===== config.mk =====
export PLATFORM = sky130hd
export DESIGN_NAME = mod_tx_scheduler
export DESIGN_NICKNAME = d
export VERILOG_FILES = /design/src/rtl/mod_tx_scheduler.sv
export SDC_FILE = /design/constraint.sdc
export NUM_CORES = 1
export LEC_CHECK = 0
export CORE_UTILIZATION = 54
export DETAILED_ROUTE_END_ITERATION = 6
export PLACE_DENSITY = 0.76
export SLEW_MARGIN = 30
export SYNTH_ARGS = -nofsm -noshare
export SYNTH_HDL_FRONTEND = slang
export SYNTH_SLANG_ARGS = --single-unit
export TNS_END_PERCENT = 100

===== constraint.sdc =====
create_clock -name clk -period 2.9 [get_ports clk]
set_clock_uncertainty 0.15 [all_clocks]
set_input_delay 0.435 -clock clk [delete_from_list [all_inputs] [get_ports clk]]
set_output_delay 0.435 -clock clk [all_outputs]
set_load 0.01 [all_outputs]

===== src/rtl/mod_tx_scheduler.sv =====
// mod_tx_scheduler: frames the ADC byte stream into timed BASK / 4-ASK symbols.
// Bytes are buffered in a small FIFO. Each frame starts with a preamble byte,
// carries the buffered data bytes, and ends with GUARD_SYMS zero symbols.
// Each symbol is held on sym_out for SYM_CYCLES clocks.
// Optional feature: define MOD_TX_PARITY_SYM_EN to append one even-parity
// symbol after every data byte.
//
// Handshake: byte_valid is a one-cycle push strobe with no back-pressure.
// A byte offered while the FIFO is full, and not freed by a same-cycle pop,
// is dropped and sets the sticky overflow flag.
// sym_valid marks the first cycle of each symbol. The modulator samples
// sym_out on that cycle and may also rely on it staying stable until the
// next sym_valid.
module mod_tx_scheduler #(
  parameter int unsigned SYM_CYCLES = 5000,
  parameter int unsigned FIFO_DEPTH = 4,
  parameter logic [7:0]  PREAMBLE   = 8'hA5,
  parameter int unsigned GUARD_SYMS = 2
) (
  input  logic       clk,
  input  logic       rst,
  input  logic [7:0] byte_in,
  input  logic       byte_valid,
  input  logic       mode_sel,
  output logic [1:0] sym_out,
  output logic       sym_valid,
  output logic       mod_en_bask,
  output logic       mod_en_4ask,
  output logic       tx_busy,
  output logic       fifo_full,
  output logic       overflow,
  output logic [1:0] dbg_state
);

  typedef enum logic [1:0] {
    S_IDLE  = 2'd0,
    S_PRE   = 2'd1,
    S_DATA  = 2'd2,
    S_GUARD = 2'd3
  } state_t;

  localparam int unsigned CNT_W  = $clog2(SYM_CYCLES);
  localparam int unsigned PTR_W  = $clog2(FIFO_DEPTH);
  localparam int unsigned FCNT_W = PTR_W + 1;
  localparam int unsigned IDX_W  = 8;

  localparam logic [CNT_W-1:0]  CNT_LOAD  = CNT_W'(SYM_CYCLES - 1);
  localparam logic [FCNT_W-1:0] FULL_CNT  = FCNT_W'(FIFO_DEPTH);
  localparam logic [IDX_W-1:0]  GUARD_N   = IDX_W'(GUARD_SYMS);

  // First symbol of a byte, MSB first, in the given modulation.
  function automatic logic [1:0] first_sym(input logic [7:0] b, input logic m);
    return m ? b[7:6] : {1'b0, b[7]};
  endfunction

  // Byte with the bits of its first symbol shifted out.
  function automatic logic [7:0] shift_out(input logic [7:0] b, input logic m);
    return m ? {b[5:0], 2'b00} : {b[6:0], 1'b0};
  endfunction

  // ---------------- FIFO ----------------
  logic [7:0]        mem_q [FIFO_DEPTH];
  logic [PTR_W-1:0]  wr_ptr_q, rd_ptr_q;
  logic [FCNT_W-1:0] fcnt_q, fcnt_d;
  logic              ovf_q, ovf_d;
  logic              fifo_empty, push_ok, pop;
  logic [7:0]        head;

  assign fifo_full  = (fcnt_q == FULL_CNT);
  assign fifo_empty = (fcnt_q == '0);
  assign push_ok    = byte_valid && (!fifo_full || pop);
  assign head       = mem_q[rd_ptr_q];
  assign overflow   = ovf_q;

  // Occupancy and sticky overflow; a pop frees room for a same-cycle push.
  always_comb begin
    fcnt_d = fcnt_q;
    case ({push_ok, pop})
      2'b10:   fcnt_d = fcnt_q + 1'b1;
      2'b01:   fcnt_d = fcnt_q - 1'b1;
      default: fcnt_d = fcnt_q;
    endcase
    ovf_d = ovf_q | (byte_valid & fifo_full & ~pop);
  end

  // Storage array; contents are only meaningful below the occupancy count.
  always_ff @(posedge clk) begin
    if (push_ok) mem_q[wr_ptr_q] <= byte_in;
  end

  // FIFO pointers, count and overflow flag.
  always_ff @(posedge clk or negedge rst) begin
    if (!rst) begin
      wr_ptr_q <= '0;
      rd_ptr_q <= '0;
      fcnt_q   <= '0;
      ovf_q    <= 1'b0;
    end else begin
      if (push_ok) wr_ptr_q <= wr_ptr_q + 1'b1;
      if (pop)     rd_ptr_q <= rd_ptr_q + 1'b1;
      fcnt_q <= fcnt_d;
      ovf_q  <= ovf_d;
    end
  end

  // ---------------- Symbol sequencer ----------------
  state_t           state_q, state_d;
  logic [CNT_W-1:0] cnt_q, cnt_d;
  logic [IDX_W-1:0] idx_q, idx_d;
  logic [7:0]       sh_q, sh_d;
  logic             mode_q, mode_d;
  logic [1:0]       sym_q, sym_d;
  logic             sym_valid_q, issue;
  logic             busy_q, en_bask_q, en_4ask_q;
  logic [IDX_W-1:0] nsym;

`ifdef MOD_TX_PARITY_SYM_EN
  logic par_q, par_d, par_pend_q, par_pend_d;
`endif

  assign nsym = mode_q ? IDX_W'(4) : IDX_W'(8);

  // Next state. idx counts symbols already issued in the current byte or
  // guard run. A unit's completion is acted on at the next issue slot, so its
  // last symbol is held for the full period before the following symbol or
  // the return to IDLE.
  always_comb begin
    state_d = state_q;
    cnt_d   = cnt_q;
    idx_d   = idx_q;
    sh_d    = sh_q;
    mode_d  = mode_q;
    sym_d   = sym_q;
    issue   = 1'b0;
    pop     = 1'b0;
`ifdef MOD_TX_PARITY_SYM_EN
    par_d      = par_q;
    par_pend_d = par_pend_q;
`endif
    if (state_q == S_IDLE) begin
      sym_d = '0;
      cnt_d = '0;
      idx_d = '0;
      if (!fifo_empty) begin
        state_d = S_PRE;
        mode_d  = mode_sel;
        sh_d    = PREAMBLE;
      end
    end else if (cnt_q != '0) begin
      cnt_d = cnt_q - 1'b1;
    end else begin
      issue = 1'b1;
      cnt_d = CNT_LOAD;
      case (state_q)
        S_PRE: begin
          if (idx_q < nsym) begin
            sym_d = first_sym(sh_q, mode_q);
            sh_d  = shift_out(sh_q, mode_q);
            idx_d = idx_q + 1'b1;
          end else begin
            // The byte that started the frame is still buffered.
            pop     = 1'b1;
            state_d = S_DATA;
            sym_d   = first_sym(head, mode_q);
            sh_d    = shift_out(head, mode_q);
            idx_d   = IDX_W'(1);
`ifdef MOD_TX_PARITY_SYM_EN
            par_d      = ^head;
            par_pend_d = 1'b1;
`endif
          end
        end
        S_DATA: begin
          if (idx_q < nsym) begin
            sym_d = first_sym(sh_q, mode_q);
            sh_d  = shift_out(sh_q, mode_q);
            idx_d = idx_q + 1'b1;
          end
`ifdef MOD_TX_PARITY_SYM_EN
          else if (par_pend_q) begin
            sym_d      = {1'b0, par_q};
            par_pend_d = 1'b0;
          end
`endif
          else if (!fifo_empty) begin
            pop   = 1'b1;
            sym_d = first_sym(head, mode_q);
            sh_d  = shift_out(head, mode_q);
            idx_d = IDX_W'(1);
`ifdef MOD_TX_PARITY_SYM_EN
            par_d      = ^head;
            par_pend_d = 1'b1;
`endif
          end else if (GUARD_N != '0) begin
            state_d = S_GUARD;
            sym_d   = '0;
            idx_d   = IDX_W'(1);
          end else begin
            state_d = S_IDLE;
            sym_d   = '0;
            issue   = 1'b0;
            cnt_d   = '0;
            idx_d   = '0;
          end
        end
        default: begin // S_GUARD
          if (idx_q < GUARD_N) begin
            sym_d = '0;
            idx_d = idx_q + 1'b1;
          end else if (!fifo_empty) begin
            // Back-to-back frame: new preamble starts immediately, new mode.
            state_d = S_PRE;
            mode_d  = mode_sel;
            sym_d   = first_sym(PREAMBLE, mode_sel);
            sh_d    = shift_out(PREAMBLE, mode_sel);
            idx_d   = IDX_W'(1);
          end else begin
            state_d = S_IDLE;
            sym_d   = '0;
            issue   = 1'b0;
            cnt_d   = '0;
            idx_d   = '0;
          end
        end
      endcase
    end
  end

  // Sequencer state and registered outputs; enables and busy track next state.
  always_ff @(posedge clk or negedge rst) begin
    if (!rst) begin
      state_q     <= S_IDLE;
      cnt_q       <= '0;
      idx_q       <= '0;
      sh_q        <= '0;
      mode_q      <= 1'b0;
      sym_q       <= '0;
      sym_valid_q <= 1'b0;
      busy_q      <= 1'b0;
      en_bask_q   <= 1'b0;
      en_4ask_q   <= 1'b0;
    end else begin
      state_q     <= state_d;
      cnt_q       <= cnt_d;
      idx_q       <= idx_d;
      sh_q        <= sh_d;
      mode_q      <= mode_d;
      sym_q       <= sym_d;
      sym_valid_q <= issue;
      busy_q      <= (state_d != S_IDLE);
      en_bask_q   <= (state_d != S_IDLE) & ~mode_d;
      en_4ask_q   <= (state_d != S_IDLE) &  mode_d;
    end
  end

`ifdef MOD_TX_PARITY_SYM_EN
  // Parity of the byte being serialised and whether its symbol is still owed.
  always_ff @(posedge clk or negedge rst) begin
    if (!rst) begin
      par_q      <= 1'b0;
      par_pend_q <= 1'b0;
    end else begin
      par_q      <= par_d;
      par_pend_q <= par_pend_d;
    end
  end
`endif

  assign sym_out     = sym_q;
  assign sym_valid   = sym_valid_q;
  assign mod_en_bask = en_bask_q;
  assign mod_en_4ask = en_4ask_q;
  assign tx_busy     = busy_q;
  assign dbg_state   = state_q;

endmodule


Yosys cells after proc, flatten, opt, wreduce, memory -nomap -nowiden
Memory sizes are Yosys's and may differ from the RTL's.
Cells that the tools add are included.
{ "totals": {"out_inout_bits": 10, "reg_bits": 46, "elab_cells": 112, "mem_count": 1, "inputBits": 12, "mem_bits_rw": 32} }
{ "mem_list": {"columns": ["memory", "depth", "width", "rd", "rd_ports_with_merged_regs", "write_ports", "line", "source"], "rows": [
  ["mem_q", 4, 8, 1, 0, 1, "62", "logic [7:0] mem_q [FIFO_DEPTH];"]
]} }
{ "op_classes": {"n_addsub": 6, "eq_ne": 10, "reduce_logical": 10, "n_lt_le_gt_ge": 2, "n_bitwise": 7, "mux": 62} }
{ "op_table": {"columns": ["operator", "count"], "rows": [
  ["$mux W8", 16],
  ["$mux W13", 5],
  ["$mux W2", 17],
  ["$mux W1", 18],
  ["$pmux W8 S2", 1],
  ["$reduce_bool A13 Y1", 1],
  ["$sub A13 B1 Y13 const B", 1],
  ["$add A8 B1 Y8 const B", 1],
  ["$lt A8 B2 Y1 const B", 1],
  ["$lt A8 B4 Y1", 1],
  ["$pmux W2 S2", 2],
  ["$pmux W3 S2", 1],
  ["$ne A5 B1 Y1 const B", 1],
  ["$reduce_and A5 Y1", 1],
  ["$add A2 B1 Y2 const B", 2],
  ["$and A1 B1 Y1", 4],
  ["$eq A2 B1 Y1 const B", 2],
  ["$eq A2 B2 Y1 const B", 2],
  ["$mux W4", 1],
  ["$ne A2 B2 Y1 const B", 2],
  ["$ne A4 B2 Y1 const B", 1],
  ["$ne A4 B4 Y1 const B", 1],
  ["$reduce_bool A2 Y1", 2],
  ["$add A3 B1 Y3 const B", 1],
  ["11 further kinds", 12]
]} }

Longest topological paths before layout
Gate-level depths: netlist (run 1).
{ "logic_depth": {"ltp_word": 10, "mapped_depth": 12} }

Worst setup path before layout (run 1)
No wires, ideal clock.
{ "synth_timing": {"kind": "register -> register", "start": "register cnt_q[0]", "end": "register fcnt_q[2]", "path_buffers": 0, "t_required_ps": 2621, "t_arrival_ps": 2410, "stages_incl_launch_ff": 12, "setup_slack_ps": 210, "period_less_slack_ps": 2690, "cell_sequence": "dfrtp_1 -> inv_1 -> ha_1 -> nor3b_1 -> and4_1 -> nand4_1 -> or2_2 -> fa_1 -> inv_1 -> nor3_1 -> a311oi_1 -> a21oi_1"} }
{ "synth_between": {"elab_chain_len": 7} }
{ "synth_rtl": {"columns": ["item", "line", "source"], "rows": [
  ["from (decl)", "108", "logic [CNT_W-1:0] cnt_q, cnt_d;"],
  ["from (signal assigned)", "244", "cnt_q <= cnt_d;"],
  ["$reduce_bool A13 Y1 *", "149", "end else if (cnt_q != '0) begin"],
  ["$mux W1 *", "149", null],
  ["$mux W1 *", "140", "if (state_q == S_IDLE) begin"],
  ["$logic_or A1 B1 Y1", "71", "assign push_ok = byte_valid && (!fifo_full || pop);"],
  ["$logic_and A1 B1 Y1", "71", null],
  ["$eq A2 B1 Y1 or $eq A2 B2 Y1 (tied branches)", "78", "case ({push_ok, pop})"],
  ["$pmux W3 S2 or $reduce_bool A2 Y1 (tied branches)", null, null],
  ["to (signal assigned)", "101", "fcnt_q <= fcnt_d;"],
  ["to (decl)", "64", "logic [FCNT_W-1:0] fcnt_q, fcnt_d;"]
]} }
Mark *: on every way between the ends. The rest lies on a longest branch, timed or not.
A chain may end at the register's enable or synchronous reset.

Final worst setup path (run 1)
Ends and elaborated chain as after synthesis.

==> flow_summary.toml, run 1 <==
[critical_path]
path_cells = "inv_1, ha_2, nor3b_2, and4_4, nand4_1, or2_2, fa_1, inv_1, nor3_1, a311oi_1, a21oi_1"
cpMaxStageDelayCell = "dfrtp_1"
crit_fanout = 4
regToRegEndpoint = "fcnt_q[2]"
crit_type = "reg2reg"
rrSetupSlack_ps = 210
worstPathArrival_ps = 2770
r2r_cells = 11
worst_setup_path_end_kind = "flop"
crit_top_cell = "inv_1"
worst_setup_path_start_kind = "flop"
critPathCapture = "fcnt_q[2]"
critPathMaxStageDelay_ps = 400
crit_required_ps = 2980
cp-startpoint = "cnt_q[0]"
rr_startpoint = "cnt_q[0]"

[routing]
first_iter_violations = 167
vias = 2654
viasPerCell = 5.79
routedWlPerCell_um = 16.7
wl_um = 7630
drtPass1Iterations = 4
ant_nets = 0
post-route-drc-count = 0

[synth]
synth_top_cells_by_area = "dfrtp_1, edfxtp_1, mux4_2, ha_1, nor2_1"
synth_top_family_by_area = "simple AND/OR/NAND/NOR gates"
syn_avg_cell_area_um2 = 12.0
ys_async_sr_fraction_pct = 59.0
yosysWarnings = 0
seq_area_frac_synth_pct = 54.9
syn_inst = 321
synth-edff-count = 32
synthAdderAreaFrac_pct = 4.10
yosys_register_bits = 78
synth_xor_area_share_pct = 2.28
synth_flop_cell = "dfrtp_1"
netlist.area_leader.share_pct = 29.9
synth_compound_gate_area_share_pct = 13.1
synth_top_cell_by_area = "dfrtp_1"
synth_nets = 345
synthesis.area_um2 = 3850
synth.distinct_cells = 63
synthMuxAreaShare_pct = 7.61
synthSimpleGateAreaFrac_pct = 14.8

[grt]
grt_util_all_layers_pct = 22.8
antenna_found_initial = 0
grt_first_pass_wirelength_um = 12800
grt_max_degree = 47
grt_pass1_vias = 2607
grt.overflow.total = 0

[power]
p_leak_nw = 1.79
netSwitchingFraction_pct = 37.4
pwr-share-seq_pct = 38.2
ir_drop_uv = 483
p_per_area_nw_per_um2 = 1000
p_switching_w = 0.00167
internal_power_w = 0.00279
clkPwrFrac_pct = 20.2
combPwrFrac_pct = 41.6
p_total_w = 0.00446

[sta]
period_minus_slack_ps = 2690
final.period_utilization_pct = 92.8
rsz0062_at_grt = "false"
finalHoldViolCount = 0
setup-tns-final_ps = 0
tightest_slew_ps = 598
final_max_slew_viol_count = 0
finalSetupViolCount = 0
max_freq_mhz = 372
slew_headroom_pct = 60.2

[placed_design]
hpwl_um = 5480
globalplace.congestion = 0.905
numPortBuffers = 21
post_dp_cell_area_um2 = 4210

[layout]
diodes = 0
final_util_pct = 65.2
syn2layout_area_growth_pct = 15.8
final_cell_mix = "dfrtp_1, edfxtp_1, nor2_1, nand2_1, clkdlybuf4s50_1"
final_nets = 381
final_area_um2 = 4460
drive_above_1_share_pct = 14.6
final_common_cell = "dfrtp_1"

[cts]
htree_levels = 3
clk_pin_slew_ps = 80
clk_latency_ps = 350
clockBufferDepth = 2
cts_inserted_buffers = 9
clock-sinks = 78
root_buffer = "clkbuf_8"
cts_tree = "built"

[floorplanning]
die_w_um = 86.4
die_area_um2 = 7470
fp.dieH_um = 86.4
start_util_pct = 56.3
pin_count = 22
coreArea_um2 = 6830
core.rowCount = 30

[hold_path]
hold_path_class = "reg2reg"

[flow_run]
maxCapViolCount = 0

[outcome]
outcome = "finished clean"
cells in the mapped netlist, drive strengths merged (2+ instances only):
master   n
dfrtp   46
nand3    4
a31oi    4
and3     2
or3      5
ha      11
mux4     8
a221oi   2
nor2    27
nor3     9
o21a     2
o32a     2
clkbuf   4
or4      4
nor2b    5
a211oi   2
o21ai   14
a311oi   2
a41oi    2
nor4     6
and2     8
buf      6
nand4    5
inv     16
o21bai   3
mux2     2
mux2i    9
nand2   25
a22o     4
o22ai    4
a211o    2
nand2b   3
edfxtp  32
xnor2    9
a21oi   12
per-layer routing:
layer | vias to the layer above | wire [µm] | GRT usage [%]
met5 | - | 0 | 0
met4 | 0 | 145 | 8.48
met3 | 11 | 270 | 4.86
met2 | 58 | 3830 | 38.5
met1 | 1307 | 3380 | 28.9
li1 | 1278 | - | -
stage by stage:
stage          std cells  hold slack, ps  setup WS, ps
3_3_place_gp         441             317           177
5_1_grt              458             363          4.37
6_report             458             335           209
2_1_floorplan        321           -10.6           210
4_1_cts              458             341          60.0
3_5_place_dp         441             317          75.5
sequential cells by signal, indices dropped and copies added (netlist names), 3 cells and up:
register / count
cnt_q: 13
idx_q: 8
sh_q: 8
mem_q: 32
fcnt_q: 3
critical path, delay by kind of cell, from the launching register on:
family,cells,cell delay (ps)
AND/OR/NAND/NOR,5,930
adder cells (fa/ha/maj),2,600
flip-flops,1,400
AO/OA/AOI/OAI,2,300
buffers and inverters,2,190
worst min-delay path by stage:
stage	depth (start not counted)	slack (ps)	to	start
after floorplan	0	-10	cnt_q[0]	rst
after global placement	1	320	overflow	overflow
after detailed placement	1	320	overflow	overflow
after CTS	1	340	overflow	overflow
after global routing	1	360	overflow	overflow
final	1	340	overflow	overflow
final cells by class:
class	count	area [µm²]
clock buffers	9	124
clock inverters	7	96.3
fillers	534	2380
inverters	16	60.1
multi-input cells	217	1630
flip-flops and latches	78	2110
well taps	96	120
repair buffers	35	315
kinds of logic (layout without fill, tap and decap cells):
group	Yosys count	after routing
and+or+nand+nor	108	108
DFF	78	78
AOI/OAI and AO/OA	68	68
buffers and inverters	26	67
muxes	19	19
adders and majority gates	12	12
xor gates and xnor gates	10	10
power groups by stage:
stage	clock network (W)	registers, W	logic (W)
after floorplan	0	0.00166	0.00134
after global placement	0	0.00170	0.00180
after detailed placement	0	0.00172	0.00182
after CTS	0.000920	0.00170	0.00184
after global routing	0.000969	0.00175	0.00205
final	0.000903	0.00170	0.00185
timing repair:
item                                    CTS  global route
hold buffers                              1             0
resized for setup                         0             5
setup buffers                             0             0
endpoints found under the setup margin    0            33
endpoints found under the hold margin    46             0
(Power assumes the default switching activity.)
==> run 2: changes to the inputs <==
Settings changed: CAP_MARGIN set to 20.
==> results of run 2 <==
The final DEF is identical to that of run 1; final timing and power are the same.
